File: src/rtl/alu_mul_seq.sv
// Shift-and-add MUL/MLA sequencer that borrows the shared ALU for one add per cycle.
// Latency: done pulses in the cycle after edge N+1, where N = (index of highest set bit of Rs) + 1.
// Backpressure: start is only accepted in IDLE; requests while busy are dropped, not queued.
module alu_mul_seq #(
  parameter int         WIDTH      = 32,
  parameter logic [3:0] ALU_ADD_OP = 4'b0100
) (
  input  logic             in_Clock,
  input  logic             in_Reset,
  input  logic             in_Start,
  input  logic             in_Accumulate,
  input  logic [WIDTH-1:0] in_Rm,
  input  logic [WIDTH-1:0] in_Rs,
  input  logic [WIDTH-1:0] in_Rn,
  output logic [WIDTH-1:0] out_ALU_Rn,
  output logic [WIDTH-1:0] out_ALU_Op2,
  output logic             out_ALU_Carry,
  output logic [3:0]       out_ALU_Opcode,
  input  logic [WIDTH-1:0] in_ALU_Y,
  output logic             out_Busy,
  output logic             out_Done,
  output logic [WIDTH-1:0] out_Result,
  output logic [1:0]       out_NZ
);

  typedef enum logic [1:0] {
    S_IDLE = 2'd0,
    S_LOOP = 2'd1,
    S_DONE = 2'd2
  } state_t;

  state_t           state, state_nxt;
  logic [WIDTH-1:0] acc, acc_nxt;
  logic [WIDTH-1:0] mcand, mcand_nxt;
  logic [WIDTH-1:0] mplier, mplier_nxt;
  logic [WIDTH-1:0] result_q;
  logic [1:0]       nz_q;

  // State and datapath registers; operands are captured once so later input changes are harmless.
  always_ff @(posedge in_Clock or posedge in_Reset) begin
    if (in_Reset) begin
      state  <= S_IDLE;
      acc    <= '0;
      mcand  <= '0;
      mplier <= '0;
    end else begin
      state  <= state_nxt;
      acc    <= acc_nxt;
      mcand  <= mcand_nxt;
      mplier <= mplier_nxt;
    end
  end

  // Next-state and datapath update: one partial-product add per LOOP cycle, exit once multiplier is spent.
  always_comb begin
    state_nxt  = state;
    acc_nxt    = acc;
    mcand_nxt  = mcand;
    mplier_nxt = mplier;
    case (state)
      S_IDLE: begin
        if (in_Start) begin
          acc_nxt    = in_Accumulate ? in_Rn : '0;
          mcand_nxt  = in_Rm;
          mplier_nxt = in_Rs;
          state_nxt  = (in_Rs != '0) ? S_LOOP : S_DONE;
        end
      end
      S_LOOP: begin
        acc_nxt    = in_ALU_Y;
        mcand_nxt  = mcand << 1;
        mplier_nxt = mplier >> 1;
        if (mplier_nxt == '0) begin
          state_nxt = S_DONE;
        end
      end
      S_DONE: begin
        state_nxt = S_IDLE;
      end
      default: begin
        state_nxt = S_IDLE;
      end
    endcase
  end

  // Result/flags are loaded on the edge entering DONE so they are already valid during the Done pulse,
  // then held until the next completion.
  always_ff @(posedge in_Clock or posedge in_Reset) begin
    if (in_Reset) begin
      result_q <= '0;
      nz_q     <= 2'b01;
    end else if (state_nxt == S_DONE) begin
      result_q <= acc_nxt;
      nz_q     <= {acc_nxt[WIDTH-1], (acc_nxt == '0)};
    end
  end

  // ALU is always asked to ADD accumulator + (multiplier LSB ? multiplicand : 0); harmless outside LOOP.
  always_comb begin
    out_ALU_Rn     = acc;
    out_ALU_Op2    = mplier[0] ? mcand : '0;
    out_ALU_Carry  = 1'b0;
    out_ALU_Opcode = ALU_ADD_OP;
    out_Busy       = (state != S_IDLE);
    out_Done       = (state == S_DONE);
    out_Result     = result_q;
    out_NZ         = nz_q;
  end

endmodule

File: config.mk
export PLATFORM = sky130hd
export DESIGN_NAME = alu_mul_seq
export DESIGN_NICKNAME = d
export VERILOG_FILES = /design/src/rtl/alu_mul_seq.sv
export SDC_FILE = /design/constraint.sdc
export NUM_CORES = 1
export LEC_CHECK = 0
export CAP_MARGIN = 10
export CORE_MARGIN = 2
export CORE_UTILIZATION = 40
export CTS_CLUSTER_DIAMETER = 80
export DETAILED_ROUTE_END_ITERATION = 7
export GPL_TIMING_DRIVEN = 0
export MAX_ROUTING_LAYER = met4
export PLACE_DENSITY_LB_ADDON = 0.15
export SYNTH_ARGS = -nofsm -noshare
export SYNTH_HDL_FRONTEND = slang
export SYNTH_SLANG_ARGS = --single-unit
File: constraint.sdc
create_clock -name in_Clock -period 4.25 [get_ports in_Clock]
set_clock_uncertainty 0.05 [all_clocks]
set_input_delay 0.6375 -clock in_Clock [delete_from_list [all_inputs] [get_ports in_Clock]]
set_output_delay 0.6375 -clock in_Clock [all_outputs]
set_load 0.005 [all_outputs]
Word level (Yosys, flattened, before mapping)
Index checks and enable logic that the tools add are counted.
- flip-flop bits (word level): 132
- bits of input ports: 132
- logic and storage cells: 29
- equal/unequal tests: 4
- multiplexer cells: 12
- reductions and logical operators: 7
- operators with widths (kind ; count):
    one-hot mux 32 bit (2 select lines) ; 3
    two-way mux 32 bit ; 5
    zero test 32 bit ; 2
    nonzero test 32 bit ; 1
    two-way mux 2 bit ; 3
    == test 2 bit, second input constant ; 2
    one-hot mux 2 bit (2 select lines) ; 1
    nonzero test 2 bit ; 2
    == test 2 x 1 -> 1 bit, second input constant ; 1
    zero test 2 bit ; 1
    inequality test 2 bit, second input constant ; 1
    AND reduction 2 bit ; 1

Depth between registers and ports, before layout
Gate-level depths: netlist of run 1.
- word-level depth: 5
- depth in mapped cells: 8
- depth with buffers taken out: 5

Least setup slack after synthesis of run 1
OpenSTA, ideal clock, no wires.
- path kind: input-to-reg
- from: input port in_Rs[19]
- to: register result_q[10], in the netlist out_Result[10]
- arrival time: 1967 ps
- data required time: 4072 ps
- slack: 2106 ps
- cell stages on the path: 7
- buffers on the path: 2
- cell sequence: nor4_1 > nand4_1 > nor2_1 > a22o_1 > buf_2 > buf_4 > mux2_1
- cells in the longest elaborated chain, start to end: 5
- RTL lines (what ; RTL line ; text):
    from (decl) ; 13 ; input logic [WIDTH-1:0] in_Rs,
    nonzero test 32 bit ; 66 ; state_nxt = (in_Rs != '0) ? S_LOOP : S_DONE;
    two-way mux 2 bit ; 66 ;
    two-way mux 2 bit ; 62 ; if (in_Start) begin
    one-hot mux 2 bit (2 select lines) ; 60 ; case (state)
    == test 2 bit ; 92 ; end else if (state_nxt == S_DONE) begin
    to (signal assigned) ; 93 ; result_q <= acc_nxt;
    to (decl) ; 36 ; logic [WIDTH-1:0] result_q;
No other way between the ends.
A chain may end at the register's enable or synchronous reset.

Worst setup path in the final report of run 1
- from: register state[1]
- to: output port out_Done
- cells in the longest elaborated chain, start to end: 1
- RTL lines (what ; RTL line ; text):
    from (decl) ; 32 ; state_t state, state_nxt;
    from (signal assigned) ; 47 ; state <= state_nxt;
    == test 2 bit ; 105 ; out_Done = (state == S_DONE);
    to (decl) ; 21 ; output logic out_Done,
No other way between the ends.

==> results_dict.tcl, run 1 <==
set metrics [dict create \
    status "finished, final reports clean" \
    yosys_warnings 0 \
    core_region_area_um2 15200 \
    die_width_um 128.5 \
    achievable-frequency_ghz 0.3186 \
    slew_headroom_pct 47.58 \
    switching_fraction_pct 28.33 \
    route.detailed.vias_per_inst 5.665 \
    cts_root_buf "sky130_fd_sc_hd__clkbuf_16" \
    tritoncts_num_sinks 131 \
    place.gp.congestion 0.8589 \
    drc 0 \
    synthDistinctLibCells 39 \
    starting_density_of_the_core_pct 40.80 \
    power.leakage_nw 3.824 \
    worst_skew_pair.late_latency_ps 420 \
    worst_pin_slew_ps 783.4 \
    place.port_buffers 231 \
    grt_antenna_before_repair 0 \
    synth_top_flop_cell "sky130_fd_sc_hd__dfrtp_1" \
    area_fraction_of_the_dominant_cell_type_after_synthesis_pct 52.45 \
    fill_cell_instance_count_of_the_final_layout 1266 \
    die_area_um2 16520 \
    relative_area_change_from_synthesis_to_final_layout_pct 52.03 \
    cts.clk_slew.worst_paths_ps 60 \
    power-per-cell-area_nw_per_um2 455.9 \
    drt_pre_antenna_iters 5 \
    grt_first_pass_wirelength_um 32330 \
    final.hold.worst_slack_ps 433.0 \
    final_core_util_pct 62.02 \
    worst_ir_drop_vdd_uv 256.2 \
    cts.repair_timing.setup_buffer_count 0 \
    cts_hold_repair.buffers 0 \
    post_route_cells_drive_above_1_share_pct 7.175 \
    synth-edff-count 0 \
    cap_viol_max_count 0 \
    die_height_um 128.5 \
    syn_area_um2 6202 \
    detail_route.wl_per_cell_um 19.92 \
    post_synth_main_area_contributors "sky130_fd_sc_hd__dfrtp_1, sky130_fd_sc_hd__a22oi_1, sky130_fd_sc_hd__nand2_1, sky130_fd_sc_hd__mux2_1, sky130_fd_sc_hd__o21ai_1" \
    num_io_pins 237 \
    unrepaired_setup_endpoints_after_global_routing "false" \
    clock_power_share_pct 36.4 \
    timing.final.max_slew_violations 0 \
    cts_buffers 17 \
    p_sw_mw 1.218 \
    post-layout-total-power_mw 4.299 \
    worst_setup_path_start_kind "flop" \
    detailedRoute.firstIterationViolations 560 \
    hold_violations 0 \
    cp-end-kind "primary output" \
    hold_path_class "flop to flop" \
    power_frac_seq_pct 40.4 \
    worst_ep_required_time_ps 3560 \
    crit_fanout 10 \
    synth.yosys.seq_area_share_pct 52.87 \
    antenna_cells 0 \
    postSynth.asyncResetShare_pct 100.0 \
    grt_remaining_overflow 0 \
    mostFrequentLayoutCells "sky130_fd_sc_hd__clkdlybuf4s50_1, sky130_fd_sc_hd__dfrtp_1, sky130_fd_sc_hd__a22oi_1, sky130_fd_sc_hd__nand2_1, sky130_fd_sc_hd__o21ai_1" \
    final_nets 997 \
    cell_count_after_synthesis 611 \
    crit_arrival_ps 2450 \
    h-tree-depth 4 \
    share_of_the_clock_period_used_by_the_worst_path_pct 73.86 \
    period_needed_ps 3139 \
    setup_viol 0 \
    dr_total_vias 6039 \
    cts_max_path_buffers 2 \
    groute.usage.overall_pct 26.53 \
    most_common_library_cell_in_the_layout_ignoring_fill_and_taps "sky130_fd_sc_hd__clkdlybuf4s50_1" \
    vias_in_the_first_global_route 5936 \
    netlist.top_cell.by_area "sky130_fd_sc_hd__dfrtp_1" \
    largest_net_degree_at_the_start_of_global_routing 95 \
    internal-power_mw 3.081 \
    post_cts_resized 0 \
    syn-mean-instance-area_um2 10.15 \
    dp_hpwl_um 15840 \
    floorplan.rows 45 \
    cts_tree "built" \
    flip_flop_and_latch_count_after_synthesis 131 \
    routed_wl_um 21240 \
    r2r_slack_ps 1850 \
    ant_nets 0 \
    combinationalPowerShare_pct 23.2 \
    timing.setup.critical_path_class "flop to primary output" \
]
==> cell families (layout without fill, tap and decap cells) <==
kind of cell           after synthesis  after routing  synth area share (%)
muxes                               32             32                 5.810
buffers and inverters               57            321                 4.277
and+or+nand+nor                    194            194                 15.31
AOI/OAI and AO/OA                  195            195                 21.61
DFF                                131            131                 52.87
other                                2              5                0.1211
==> cell usage after synthesis, drive strengths merged, types with 2 or more instances <==
library cell and number:
a32oi 2, or4 6, a22oi 114, dfrtp 130, buf 28, nand4 6, a22o 2, clkbuf 26
nor4 26, nor2b 3, nand2 105, and2 32, nor3 4, nor2 7, conb 2, o21ai 67
inv 3, mux2 32
==> metal layers <==
| layer | share of wire (%) | GRT usage, % |
|---|---|---|
| met1 | 41 | 32.54 |
| met2 | 49 | 42.74 |
| met3 | 8.1 | 6.902 |
| met4 | 2.0 | 9.271 |
| met5 | 0 | - |
==> critical path: stages (launching register included) <==
cell and delay, ps:
sky130_fd_sc_hd__dfrtp_1 310, sky130_fd_sc_hd__buf_2 210, sky130_fd_sc_hd__clkbuf_1 420, sky130_fd_sc_hd__clkbuf_1 410, sky130_fd_sc_hd__nor2b_1 180, sky130_fd_sc_hd__clkdlybuf4s50_1 510
==> layout make-up <==
type | instances | area [µm²] | share of cell area (%)
flip-flops and latches | 131 | 3279 | 34.78
multi-input cells | 426 | 2669 | 28.30
repair buffers | 232 | 2340 | 24.81
clock buffers | 19 | 452.9 | 4.804
plain buffers | 54 | 254.0 | 2.694
well taps | 188 | 235.2 | 2.495
clock inverters | 13 | 182.7 | 1.937
inverters | 3 | 16.27 | 0.1725
==> final timing paths <==
check	startpoint	to	depth (start not counted)
setup / recovery	state[1]	out_Done	5
hold / removal	out_Result[25]	out_Result[25]	1
setup reg to reg	mplier[20]	out_Result[24]	7
hold reg to reg	out_Result[25]	out_Result[25]	1
max in group asynchronous	in_Reset	mcand[26]	3
min in group asynchronous	in_Reset	out_Result[26]	2
==> sequential cells by signal (all words and copies together) (netlist names) <==
| name | flops |
|---|---|
| out_ALU_Rn | 32 |
| out_Result | 32 |
| out_NZ | 1 |
| mcand | 32 |
| state | 2 |
| mplier | 32 |
==> per-stage QoR <==
stage | TNS [ps] | setup WS [ps] | cells | area (µm²)
global placement | -229260 | -1772 | 1033 | 8761
detailed placement | 0 | 1138 | 1034 | 8793
global route | 0 | 955.5 | 1066 | 9429
CTS | 0 | 1071 | 1066 | 9429
finish | 0 | 1111 | 1066 | 9429
floorplan | 0 | 66.46 | 614 | 6213
==> power groups by stage <==
stage                     logic, mW  registers, mW  clock network (mW)
after floorplan               0.496           1.69                   0
after global placement        0.973           1.74                   0
after detailed placement      0.998           1.75                   0
after CTS                      1.01           1.73                1.59
after global routing           1.10           1.77                1.65
final                         0.996           1.74                1.57
(Power assumes the default switching activity.)
==> run 2, diff against run 1 <==
--- a/config.mk
+++ b/config.mk
@@ -7,7 +7,7 @@
 export LEC_CHECK = 0
 export CAP_MARGIN = 10
 export CORE_MARGIN = 2
-export CORE_UTILIZATION = 40
+export CORE_UTILIZATION = 44
 export CTS_CLUSTER_DIAMETER = 80
 export DETAILED_ROUTE_END_ITERATION = 7
 export GPL_TIMING_DRIVEN = 0
==> constraint.sdc (replaced) <==
create_clock -name in_Clock -period 3.12 [get_ports in_Clock]
set_clock_uncertainty 0.05 [all_clocks]
set_input_delay 0.468 -clock in_Clock [delete_from_list [all_inputs] [get_ports in_Clock]]
set_output_delay 0.468 -clock in_Clock [all_outputs]
set_load 0.005 [all_outputs]
==> run 2 against run 1 <==
Against the previous run: die area is 8.8% lower; sequential share of layout area is 0.28 points higher; power is 30% higher; global-route usage is 2.2 points higher; sequential power is 36% higher; first-iteration DRC count is 3.6% lower; worst hold slack worse by 43 ps; critical path type unchanged.
==> results_dict.tcl, run 2 (synthesized netlist as in run 1, its figures left out) <==
set metrics [dict create \
    status "finished, final reports clean" \
    drt_pre_antenna_iters 7 \
    power-per-cell-area_nw_per_um2 595.3 \
    period_needed_ps 2873 \
    power.leakage_nw 3.807 \
    final_nets 999 \
    cts_tree "built" \
    unrepaired_setup_endpoints_after_global_routing "false" \
    critical_path_buf_inv_count 4 \
    crit_arrival_ps 2350 \
    combinationalPowerShare_pct 24.5 \
    worst_ep_required_time_ps 2600 \
    post_cts_resized 0 \
    place.gp.congestion 0.9032 \
    cts.repair_timing.setup_buffer_count 0 \
    cts_buffers 17 \
    core_region_area_um2 13830 \
    cp-end-kind "primary output" \
    timing.final.max_slew_violations 0 \
    tritoncts_num_sinks 131 \
    cp_common_cell "sky130_fd_sc_hd__clkbuf_1" \
    largest_net_degree_at_the_start_of_global_routing 42 \
    cts_max_path_buffers 2 \
    ant_nets 0 \
    post_route_cells_drive_above_1_share_pct 6.834 \
    worst_ir_drop_vdd_uv 299.3 \
    slew_headroom_pct 49.94 \
    cap_viol_max_count 0 \
    cts_hold_repair.buffers 0 \
    final_core_util_pct 67.64 \
    placed_area_um2 8815 \
    worst_setup_path_start_kind "flop" \
    antenna_cells 0 \
    floorplan.rows 43 \
    worst_skew_pair.late_latency_ps 420 \
    setup_viol 0 \
    internal-power_mw 3.968 \
    detailedRoute.firstIterationViolations 540 \
    critPathSlowestCell "sky130_fd_sc_hd__clkbuf_1" \
    starting_density_of_the_core_pct 44.86 \
    die_height_um 122.7 \
    switching_fraction_pct 28.72 \
    grt_antenna_before_repair 0 \
    route.detailed.vias_per_inst 5.732 \
    setup_ws_ps 247.0 \
    hold_path_class "primary input to async pin" \
    relative_area_change_from_synthesis_to_final_layout_pct 50.80 \
    place_ws_ps 214.4 \
    detail_route.wl_per_cell_um 19.67 \
    worst_path_dominant_cell_family "buffers and inverters" \
    grt_first_pass_wirelength_um 31730 \
    num_io_pins 237 \
    worst_pin_slew_ps 748.2 \
    slowest_delay_ps 470 \
    vias_in_the_first_global_route 6174 \
    timing.setup.critical_path_class "flop to primary output" \
    mostFrequentLayoutCells "sky130_fd_sc_hd__clkdlybuf4s50_1, sky130_fd_sc_hd__dfrtp_1, sky130_fd_sc_hd__a22oi_1, sky130_fd_sc_hd__nand2_1, sky130_fd_sc_hd__o21ai_1" \
    share_of_the_clock_period_used_by_the_worst_path_pct 92.08 \
    dr_total_vias 6064 \
    hold_violations 0 \
    final.hold.worst_slack_ps 390.1 \
    achievable-frequency_ghz 0.3481 \
    worstPathCellList "buf_2 > clkbuf_1 > clkbuf_1 > nor2b_1 > clkdlybuf4s50_1" \
    crit_fanout 10 \
    routed_wl_um 20810 \
    layout.cell_area.non_filler_um2 9353 \
    h-tree-depth 4 \
    p_sw_mw 1.599 \
    power_frac_seq_pct 42.5 \
    grt_remaining_overflow 0 \
    cts_root_buf "sky130_fd_sc_hd__clkbuf_16" \
    dp_hpwl_um 15940 \
    die_area_um2 15060 \
    die_width_um 122.7 \
    clock_power_share_pct 32.9 \
    cts.clk_slew.worst_paths_ps 50 \
    groute.usage.overall_pct 28.73 \
    place.port_buffers 231 \
    drc 0 \
    most_common_library_cell_in_the_layout_ignoring_fill_and_taps "sky130_fd_sc_hd__clkdlybuf4s50_1" \
]
-- run 2: cell types whose count changed in the layout (fill, tap and decap cells not counted), sizes merged --
cell | previous run | this run
buf | 29 | 31
bufinv | 4 | 1
clkbuf | 45 | 50
clkinvlp | 4 | 1
inv | 3 | 2
-- run 2: final cells by class --
type | instances | area (µm²)
Clock inverter | 6 | 55.05
Sequential cell | 131 | 3279
Tap cell | 180 | 225.2
Multi-Input combinational cell | 426 | 2669
Inverter | 3 | 15.01
Fill cell | 1104 | 4474
Clock buffer | 24 | 481.7
Timing Repair Buffer | 234 | 2372
Buffer | 54 | 255.2
-- run 2: power groups by stage --
stage	Sequential (mW)	Combinational, mW	Clock [mW]
2_1_floorplan	2.30	0.676	0
3_3_place_gp	2.36	1.32	0
3_5_place_dp	2.39	1.37	0
4_1_cts	2.36	1.37	1.86
5_1_grt	2.42	1.50	1.93
6_report	2.37	1.37	1.83
-- run 2: stage by stage --
stage / setup TNS [ps] / power (mW) / std cells
detailed placement: 0 / 3.755 / 1028
global placement: -21950 / 3.680 / 1025
CTS: 0 / 5.598 / 1058
global route: 0 / 5.852 / 1058
floorplan: 0 / 2.980 / 614
finish: 0 / 5.567 / 1058
-- run 2: path summary, 6_finish.rpt --
path,startpoint,endpoint,slack [ps],cells past startpoint
min reg2reg,out_Result[10],out_Result[10],430,1
min,in_Reset,mplier[9],390,2
max in group asynchronous,in_Reset,out_ALU_Rn[6],1820,4
max,state[0],out_Done,250,5
min in group in_Clock,out_Result[10],out_Result[10],430,1
max reg2reg,mplier[20],out_Result[17],770,7
-- run 2: metal layers --
layer	vias to the layer above	track usage (%)	share of wire, %
li1	2767	-	-
met1	2921	33.49	39
met2	317	46.34	49
met3	59	7.388	8.7
met4	0	13.79	3.8
met5	-	-	0
==> run 3, diff against run 2 <==
--- a/config.mk
+++ b/config.mk
@@ -12,7 +12,8 @@
 export DETAILED_ROUTE_END_ITERATION = 7
 export GPL_TIMING_DRIVEN = 0
 export MAX_ROUTING_LAYER = met4
-export PLACE_DENSITY_LB_ADDON = 0.15
+export PLACE_DENSITY = 0.88
+export SLEW_MARGIN = 20
 export SYNTH_ARGS = -nofsm -noshare
 export SYNTH_HDL_FRONTEND = slang
 export SYNTH_SLANG_ARGS = --single-unit
==> run 3 against run 2 <==
Against the previous run: core utilization up 1.3 points; non-clock buffer count unchanged; largest power group unchanged; via count up 2.2%; power up 9.8%; worst hold slack worse by 94 ps; setup slack worse by 54 ps; fmax down 1.8%; critical path depth unchanged; first-iteration DRC count down 0.37%; die area unchanged; global-route usage up 1.1 points.
==> results_dict.tcl, run 3 (synthesized netlist as in run 1, its figures left out) <==
set metrics [dict create \
    grt_antenna_before_repair 0 \
    setup_tns_ps 0 \
    worst_setup_path_start_kind "flop" \
    cts.repair_timing.setup_buffer_count 0 \
    status "finished, final reports clean" \
    worst_skew_pair.late_latency_ps 430 \
    die_height_um 122.7 \
    largest_net_degree_at_the_start_of_global_routing 35 \
    num_io_pins 237 \
    die_width_um 122.7 \
    power-per-cell-area_nw_per_um2 641.0 \
    power.leakage_nw 3.885 \
    final_nets 999 \
    ant_nets 0 \
    cts_max_path_buffers 2 \
    grt_first_pass_wirelength_um 32660 \
    post_route_cells_drive_above_1_share_pct 7.386 \
    post_cts_resized 0 \
    groute.usage.overall_pct 29.80 \
    place.gp.congestion 0.9109 \
    relative_area_change_from_synthesis_to_final_layout_pct 53.74 \
    cts_root_buf "sky130_fd_sc_hd__clkbuf_16" \
    cap_viol_max_count 0 \
    cts.clk_slew.worst_paths_ps 60 \
    antenna_cells 0 \
    cts_tree "built" \
    grt_remaining_overflow 0 \
    drc 0 \
    share_of_the_clock_period_used_by_the_worst_path_pct 93.82 \
    detailedRoute.firstIterationViolations 538 \
    dp_hpwl_um 15710 \
    most_common_library_cell_in_the_layout_ignoring_fill_and_taps "sky130_fd_sc_hd__clkdlybuf4s50_1" \
    timing.final.max_slew_violations 0 \
    r2r_slack_ps 750 \
    rr_startpoint "mplier[28]" \
    cts_hold_repair.buffers 0 \
    vias_in_the_first_global_route 6120 \
    drt_pre_antenna_iters 5 \
    hold_path_class "primary input to async pin" \
    tritoncts_num_sinks 131 \
    setup_ws_ps 192.9 \
    worst-r2r-cell-count 7 \
    achievable-frequency_ghz 0.3416 \
    worst_ir_drop_vdd_uv 389.3 \
    dp.cells 1029 \
    starting_density_of_the_core_pct 44.86 \
    placed_area_um2 8835 \
    period_needed_ps 2927 \
    place.port_buffers 231 \
    cp-end-kind "primary output" \
    hold_violations 0 \
    floorplan.rows 43 \
    cts_buffers 17 \
    timing.setup.critical_path_class "flop to primary output" \
    setup_viol 0 \
    layout.cell_area.non_filler_um2 9535 \
    h-tree-depth 4 \
    detail_route.wl_per_cell_um 20.29 \
    unrepaired_setup_endpoints_after_global_routing "false" \
    die_area_um2 15060 \
    final_core_util_pct 68.96 \
    place_ws_ps 213.4 \
    worst_pin_slew_ps 660.3 \
    worst_ep_required_time_ps 2600 \
    slew_headroom_pct 55.82 \
    core_region_area_um2 13830 \
    worstReg2RegEnd "out_Result[10]" \
    finalNonFillerCells 1060 \
    crit_fanout 10 \
    mostFrequentLayoutCells "sky130_fd_sc_hd__clkdlybuf4s50_1, sky130_fd_sc_hd__dfrtp_1, sky130_fd_sc_hd__a22oi_1, sky130_fd_sc_hd__nand2_1, sky130_fd_sc_hd__o21ai_1" \
    routed_wl_um 21510 \
    route.detailed.vias_per_inst 5.844 \
    dr_total_vias 6195 \
    crit_arrival_ps 2410 \
]
-- run 3: critical path: stages, from the launching register on --
cell	delay (ps)
sky130_fd_sc_hd__dfrtp_1	320
sky130_fd_sc_hd__buf_2	220
sky130_fd_sc_hd__clkbuf_1	490
sky130_fd_sc_hd__clkbuf_1	410
sky130_fd_sc_hd__nor2b_1	90
sky130_fd_sc_hd__clkdlybuf4s50_1	460
-- run 3: per-stage QoR --
step                      power [mW]  hold WS (ps)
after floorplan                2.980         419.6
after global placement         3.685         416.2
after detailed placement       3.745         424.6
after CTS                      6.113         294.1
after global routing           6.366         317.2
final                          6.112         296.1
-- run 3: area by class of cell --
type,count,area [µm²]
Timing Repair Buffer,235,2392
Clock inverter,8,192.7
Tap cell,180,225.2
Buffer,53,250.2
Clock buffer,24,511.7
Inverter,3,15.01
Sequential cell,131,3279
Multi-Input combinational cell,426,2669
Fill cell,1030,4292
-- run 3: how the worst max path moves through the flow --
stage | from | end | slack, ps | cells after the start
3_3_place_gp | in_Reset | out_Result[2] | -230 | 2
5_1_grt | state[0] | out_Done | 90 | 5
6_report | state[0] | out_Done | 190 | 5
4_1_cts | state[1] | out_Done | 130 | 5
2_1_floorplan | in_Reset | mcand[0] | 980 | 1
3_5_place_dp | in_Rs[27] | out_Result[10] | 210 | 8
-- run 3: report_power, final --
group	total (mW)	switching [mW]	internal [mW]	leakage [nW]
Clock	2.37	0.740	1.63	0.343
Combinational	1.37	0.598	0.774	1.93
Sequential	2.37	0.319	2.05	1.61
-- run 3: metal layers --
metal | global-route usage (%) | vias to the layer above | share of wire (%)
met2 | 49.17 | 358 | 50
met1 | 34.63 | 3006 | 38
met5 | - | - | 0
met4 | 11.57 | 0 | 2.8
li1 | - | 2783 | -
met3 | 8.086 | 48 | 9.1
